**src/rtl/sm3_expnd_core.sv**
```systemverilog
// -----------------------------------------------------------------------------
// sm3_expnd_core
//
// SM3 message expansion. This block takes the 32-bit padded message stream from
// sm3_pad_core, sixteen words per 512-bit block. It then produces the expanded
// word pair (W_j, W'_j) for j = 0..63. The compression stage consumes the pairs
// at its own pace.
//
// A 16-entry sliding window holds W_j..W_(j+15). After a block is loaded,
// win[0] is always the current W_j. Each advance does three things: it shifts
// the window down one entry, it writes the next expanded word W_(j+16) into the
// top entry, and it increments j. W'_j = W_j ^ W_(j+4) is win[0] ^ win[4], so
// W_64..W_67 are never needed as separate storage.
//
// Loading and expansion do not overlap. The input is ready in IDLE and LOAD and
// not ready in EXPND. The shortest block period is therefore 16 + 64 cycles.
//
// Ports
//   clk                   clock, rising edge
//   rst_n                 asynchronous reset, active low
//   pad_inpt_d_i   [31:0] padded message word, big-endian word order
//   pad_inpt_vld_i        message word valid
//   pad_inpt_lst_i        last word of the final padded block
//   pad_inpt_rdy_o        ready to accept a message word (IDLE or LOAD)
//   expnd_otpt_wj_o[31:0] expanded word W_j
//   expnd_otpt_wjj_o[31:0] expanded word W'_j = W_j ^ W_(j+4)
//   expnd_otpt_vld_o      W_j / W'_j valid (high for the whole EXPND state)
//   expnd_otpt_ena_i      downstream enable; low holds the current pair
//   expnd_otpt_blk_lst_o  current pair is j = 63 of a block
//   expnd_otpt_lst_o      current pair is j = 63 of the message's final block
// -----------------------------------------------------------------------------
module sm3_expnd_core (
  input  logic        clk,
  input  logic        rst_n,
  input  logic [31:0] pad_inpt_d_i,
  input  logic        pad_inpt_vld_i,
  input  logic        pad_inpt_lst_i,
  output logic        pad_inpt_rdy_o,
  output logic [31:0] expnd_otpt_wj_o,
  output logic [31:0] expnd_otpt_wjj_o,
  output logic        expnd_otpt_vld_o,
  input  logic        expnd_otpt_ena_i,
  output logic        expnd_otpt_blk_lst_o,
  output logic        expnd_otpt_lst_o
);

  typedef enum logic [1:0] {
    IDLE  = 2'd0,
    LOAD  = 2'd1,
    EXPND = 2'd2
  } state_e;

  state_e      state_q, state_d;
  logic [3:0]  lcnt_q, lcnt_d;
  logic [5:0]  j_q, j_d;
  logic        lst_q, lst_d;
  logic [31:0] win_q [16];
  logic [31:0] win_d [16];

  logic        acc;
  logic        adv;
  logic [31:0] w_new;

  // Permutation P1(x) = x ^ (x <<< 15) ^ (x <<< 23). The rotates are fixed, so
  // each one is only a rewiring of the bits.
  function automatic logic [31:0] p1(input logic [31:0] x);
    return x ^ {x[16:0], x[31:17]} ^ {x[8:0], x[31:9]};
  endfunction

  // Next expanded word W_(j+16), built from the current window:
  //   W_j = win[0], W_(j+3) = win[3], W_(j+7) = win[7],
  //   W_(j+10) = win[10], W_(j+13) = win[13].
  assign w_new = p1(win_q[0] ^ win_q[7] ^ {win_q[13][16:0], win_q[13][31:17]})
               ^ {win_q[3][24:0], win_q[3][31:25]}
               ^ win_q[10];

  // Handshake qualifiers. Ready depends only on the state register, so the
  // accept term has no input-to-output path.
  assign acc = pad_inpt_vld_i && pad_inpt_rdy_o;
  assign adv = (state_q == EXPND) && expnd_otpt_ena_i;

  // Next-state logic for the control and the window.
  always_comb begin
    // NOTE: every variable gets a default before the case statement. A path
    // that assigns nothing then holds the register value and cannot infer a latch.
    state_d = state_q;
    lcnt_d  = lcnt_q;
    j_d     = j_q;
    lst_d   = lst_q;
    win_d   = win_q;

    unique case (state_q)
      IDLE, LOAD: begin
        if (acc) begin
          win_d[lcnt_q] = pad_inpt_d_i;
          lcnt_d        = lcnt_q + 4'd1;
          if (lcnt_q == 4'd15) begin
            // This is the sixteenth word, so the block is complete. lcnt wraps
            // to 0 by itself. The last-block flag is taken from this word only.
            state_d = EXPND;
            j_d     = 6'd0;
            lst_d   = pad_inpt_lst_i;
          end else begin
            state_d = LOAD;
          end
        end
      end

      EXPND: begin
        if (adv) begin
          for (int k = 0; k < 15; k++) begin
            win_d[k] = win_q[k+1];
          end
          win_d[15] = w_new;
          j_d       = j_q + 6'd1;
          if (j_q == 6'd63) begin
            state_d = IDLE;
            lst_d   = 1'b0;
          end
        end
      end

      default: begin
        state_d = IDLE;
      end
    endcase
  end

  // Registers.
  always_ff @(posedge clk or negedge rst_n) begin
    if (!rst_n) begin
      state_q <= IDLE;
      lcnt_q  <= 4'd0;
      j_q     <= 6'd0;
      lst_q   <= 1'b0;
      // NOTE: the window is reset explicitly. W_j and W'_j are read directly
      // from win[0] and win[4], and they must read as zero during reset. The
      // window therefore cannot be an unreset RAM.
      for (int k = 0; k < 16; k++) begin
        win_q[k] <= 32'd0;
      end
    end else begin
      // NOTE: all sequential state uses non-blocking assignments. The
      // window shift then reads the old values of every entry.
      state_q <= state_d;
      lcnt_q  <= lcnt_d;
      j_q     <= j_d;
      lst_q   <= lst_d;
      win_q   <= win_d;
    end
  end

  // Outputs. Every output is decoded from registers only.
  assign pad_inpt_rdy_o       = (state_q != EXPND);
  assign expnd_otpt_vld_o     = (state_q == EXPND);
  assign expnd_otpt_wj_o      = win_q[0];
  assign expnd_otpt_wjj_o     = win_q[0] ^ win_q[4];
  assign expnd_otpt_blk_lst_o = (state_q == EXPND) && (j_q == 6'd63);
  assign expnd_otpt_lst_o     = (state_q == EXPND) && (j_q == 6'd63) && lst_q;

endmodule

```
**config.mk**
```make
export PLATFORM = sky130hd
export DESIGN_NAME = sm3_expnd_core
export DESIGN_NICKNAME = d
export VERILOG_FILES = /design/src/rtl/sm3_expnd_core.sv
export SDC_FILE = /design/constraint.sdc
export NUM_CORES = 1
export LEC_CHECK = 0
export ABC_AREA = 1
export ABC_CLOCK_PERIOD_IN_PS = 2480
export BUFFER_PORTS_ARGS = -buffer_cell sky130_fd_sc_hd__buf_2
export CAP_MARGIN = 25
export CELL_PAD_IN_SITES_DETAIL_PLACEMENT = 0
export CELL_PAD_IN_SITES_GLOBAL_PLACEMENT = 2
export CORE_MARGIN = 3
export CORE_UTILIZATION = 38
export CTS_BUF_LIST = sky130_fd_sc_hd__clkbuf_8
export DETAILED_ROUTE_END_ITERATION = 10
export GPL_ROUTABILITY_DRIVEN = 0
export PLACE_DENSITY_LB_ADDON = 0.1
export SETUP_SLACK_MARGIN = 0.05
export SKIP_CTS_REPAIR_TIMING = 1
export SYNTH_ARGS = -nofsm -noshare
export SYNTH_HDL_FRONTEND = slang
export SYNTH_SLANG_ARGS = --single-unit
export TNS_END_PERCENT = 10
```
**constraint.sdc**
```tcl
create_clock -name clk -period 2.48 [get_ports clk]
set_clock_uncertainty 0.15 [all_clocks]
set_input_delay 0.496 -clock clk [delete_from_list [all_inputs] [get_ports clk]]
set_output_delay 0.496 -clock clk [all_outputs]
set_load 0.1 [all_outputs]
```
==> impl_metrics.json <==
{
  "status": "finished with violations",
  "violations": "negative setup slack",
  "fill_cells": 7399,
  "clockBufferDepth": 3,
  "critPathBufInv": 2,
  "synth_adder_area_share_pct": 0.223,
  "fin_crit_ns": 2.94,
  "pre_cts_ws_ns": 0.0796,
  "synth_cell_types": 24,
  "via_per_inst": 5.61,
  "p_leak_nw": 14.8,
  "finalHoldViolations": 0,
  "crit_chain": "ha_4 > nand3_4 > nor2_4 > inv_2 > nor3_4 > and2_4 > buf_12",
  "wl_um": 121000,
  "grt_max_degree": 85,
  "nets": 3869,
  "io_pins": 105,
  "grtUsageTotal_pct": 31.0,
  "numPortBuffers": 104,
  "ir_drop_v": 0.00193,
  "dr_total_vias": 27233,
  "dp_hpwl_um": 81700,
  "synth_top_area_share_pct": 46.8,
  "wire_per_inst_um": 24.9,
  "yosys_register_bits": 525,
  "clk_pin_slew_ns": 0.05,
  "power.density_nw_per_um2": 1550,
  "maxSlewViolCount": 0,
  "antenna_found_initial": 1,
  "worstMarginPinSlew_ns": 0.583,
  "cp.required_ns": 1.83,
  "max-slew-margin-rel_pct": 61.0,
  "seqCellArea_sq_um": 13200,
  "ys_async_sr_fraction_pct": 100,
  "critPathMaxStageDelay_ns": 0.42,
  "timing.fmax_ghz": 0.340,
  "synth-xor-area-share_pct": 1.09,
  "start_util_pct": 38.8,
  "synth_top_area_cell": "dfrtp_1",
  "worst_slack_ns": -0.459,
  "synth-simple-area-share_pct": 18.2,
  "coreArea_sq_um": 72300,
  "ys.warnings.count": 0,
  "overflow": 0,
  "syn_area_per_cell_sq_um": 7.51,
  "area_delta_synth_final_pct": 16.0,
  "numClockSinks": 525,
  "synth_top_family_by_area": "compound AO/OA/AOI/OAI gates",
  "drc_errors": 0,
  "tritoncts": "built",
  "grt_pass1_vias": 26605,
  "endpoint_kind": "primary output",
  "yosysSeqAreaShare_pct": 46.8,
  "die_h_um": 278,
  "synth_edf_count": 0,
  "clkLatencyLatePin_ns": 0.69,
  "arrival_ns": 2.29,
  "ys_top_cells_by_count": "nand2_1, inv_1, o21ai_0, dfrtp_1, o22ai_1",
  "hold_ws_ns": 0.0118,
  "synth_compound_area_share_pct": 20.9,
  "syn_nets": 3778,
  "cpLargestDelayFamily": "simple AND/OR/NAND/NOR gates",
  "fin_crit_sh_pct": 119,
  "root_buffer": "clkbuf_8",
  "synth_area_leaders": "dfrtp_1, nand2_1, o22ai_1",
  "grt_pass1_wl_um": 179000,
  "final_antenna_net_count": 0,
  "first_pass_iters": 6,
  "crit_fanout": 3,
  "crit_path_start_kind": "register",
  "power.total_w": 0.0505,
  "cts_buffers": 99,
  "netlist_area_sq_um": 28000,
  "syn_inst": 3736,
  "drive_gt1_share_pct": 11.4,
  "finalSetupViolCount": 3,
  "crit_type": "reg2out",
  "synthFlopType": "dfrtp_1",
  "synthMuxAreaShare_pct": 0,
  "fp-row-count": 98,
  "drtIter0Drc": 2433,
  "die_area_sq_um": 77100,
  "cpMaxStageDelayCell": "dfrtp_1",
  "hp-class": "in2reg",
  "synth.most_common_cell": "nand2_1",
  "htree_num_levels": 3,
  "rsz0062_at_grt": "yes",
  "cap_violations": 0,
  "die_width_um": 278,
  "multi_input_area_sq_um": 11500
}
[per-stage QoR]
stage | TNS (ns) | utilization, % | cell area [sq um] | std cells
6_report | -0.859 | 45.0 | 32500 | 4856
3_5_place_dp | 0 | 41.8 | 30200 | 4666
3_3_place_gp | 0 | 41.8 | 30200 | 4666
5_1_grt | -1.06 | 45.0 | 32500 | 4856
4_1_cts | -3.05 | 44.6 | 32200 | 4844
2_1_floorplan | -0.349 | - | 28100 | 3736
[state kept, by name, indices dropped and copies added, names as in the netlist]
signal           flops
j_q                  6
state_q              2
expnd_otpt_wj_o     32
lst_q                1
lcnt_q               4
win_q              480
[metal layers]
layer / up-vias / routed length [um] / GRT usage [%]
met5: - / 0 / 0
met4: 0 / 5180 / 12.7
met3: 220 / 7820 / 5.06
met1: 13502 / 53300 / 42.6
li1: 12509 / - / -
met2: 1002 / 54400 / 48.8
[area by class of cell]
class | instances | area share, %
Antenna cell | 2 | 0.0154
Sequential cell | 525 | 40.4
Clock inverter | 49 | 0.785
Clock buffer | 129 | 5.46
Multi-Input combinational cell | 2359 | 35.2
Inverter | 577 | 6.68
Tap cell | 950 | 3.65
Timing Repair Buffer | 265 | 7.77
[cells by family after synthesis]
group	count (synthesis)
simple gates	1268
compound gates	1051
buf+inv	852
flops	525
xor+xnor	35
fa+ha+maj	5
[final timing paths]
kind | depth (start not counted) | endpoint | slack, ns | start
max | 7 | expnd_otpt_lst_o | -0.46 | j_q[0]
min | 3 | win_q[11] | 0.01 | pad_inpt_d_i[11]
max reg2reg | 8 | win_q[53] | 0.20 | state_q[1]
min reg2reg | 2 | win_q[5] | 0.38 | win_q[5]
max in group asynchronous | 3 | expnd_otpt_wj_o[5] | 1.18 | rst_n
min in group asynchronous | 2 | win_q[85] | 0.16 | rst_n
[report_power, final]
part / switching, W / internal [W] / total [W]
registers: 0.00215 / 0.0119 / 0.0141
logic: 0.0207 / 0.00685 / 0.0276
clock network: 0.00395 / 0.00483 / 0.00878
[cell usage in the layout, fill, tap and decap left out, drive strengths merged, types with 32 or more instances in the layout]
master / count
a21oi: 38
a31oi: 32
buf: 244
clkbuf: 146
dfrtp: 525
inv: 611
nand2: 947
nand3: 259
nor2: 58
o21ai: 531
o22ai: 448
xor2: 35
[worst min-delay path, cell delays in order]
cell and delay [ns]:
buf_2 0.11, a31oi_1 0.12, a21oi_1 0.07
Note: power is estimated with default switching activity, not from simulation.
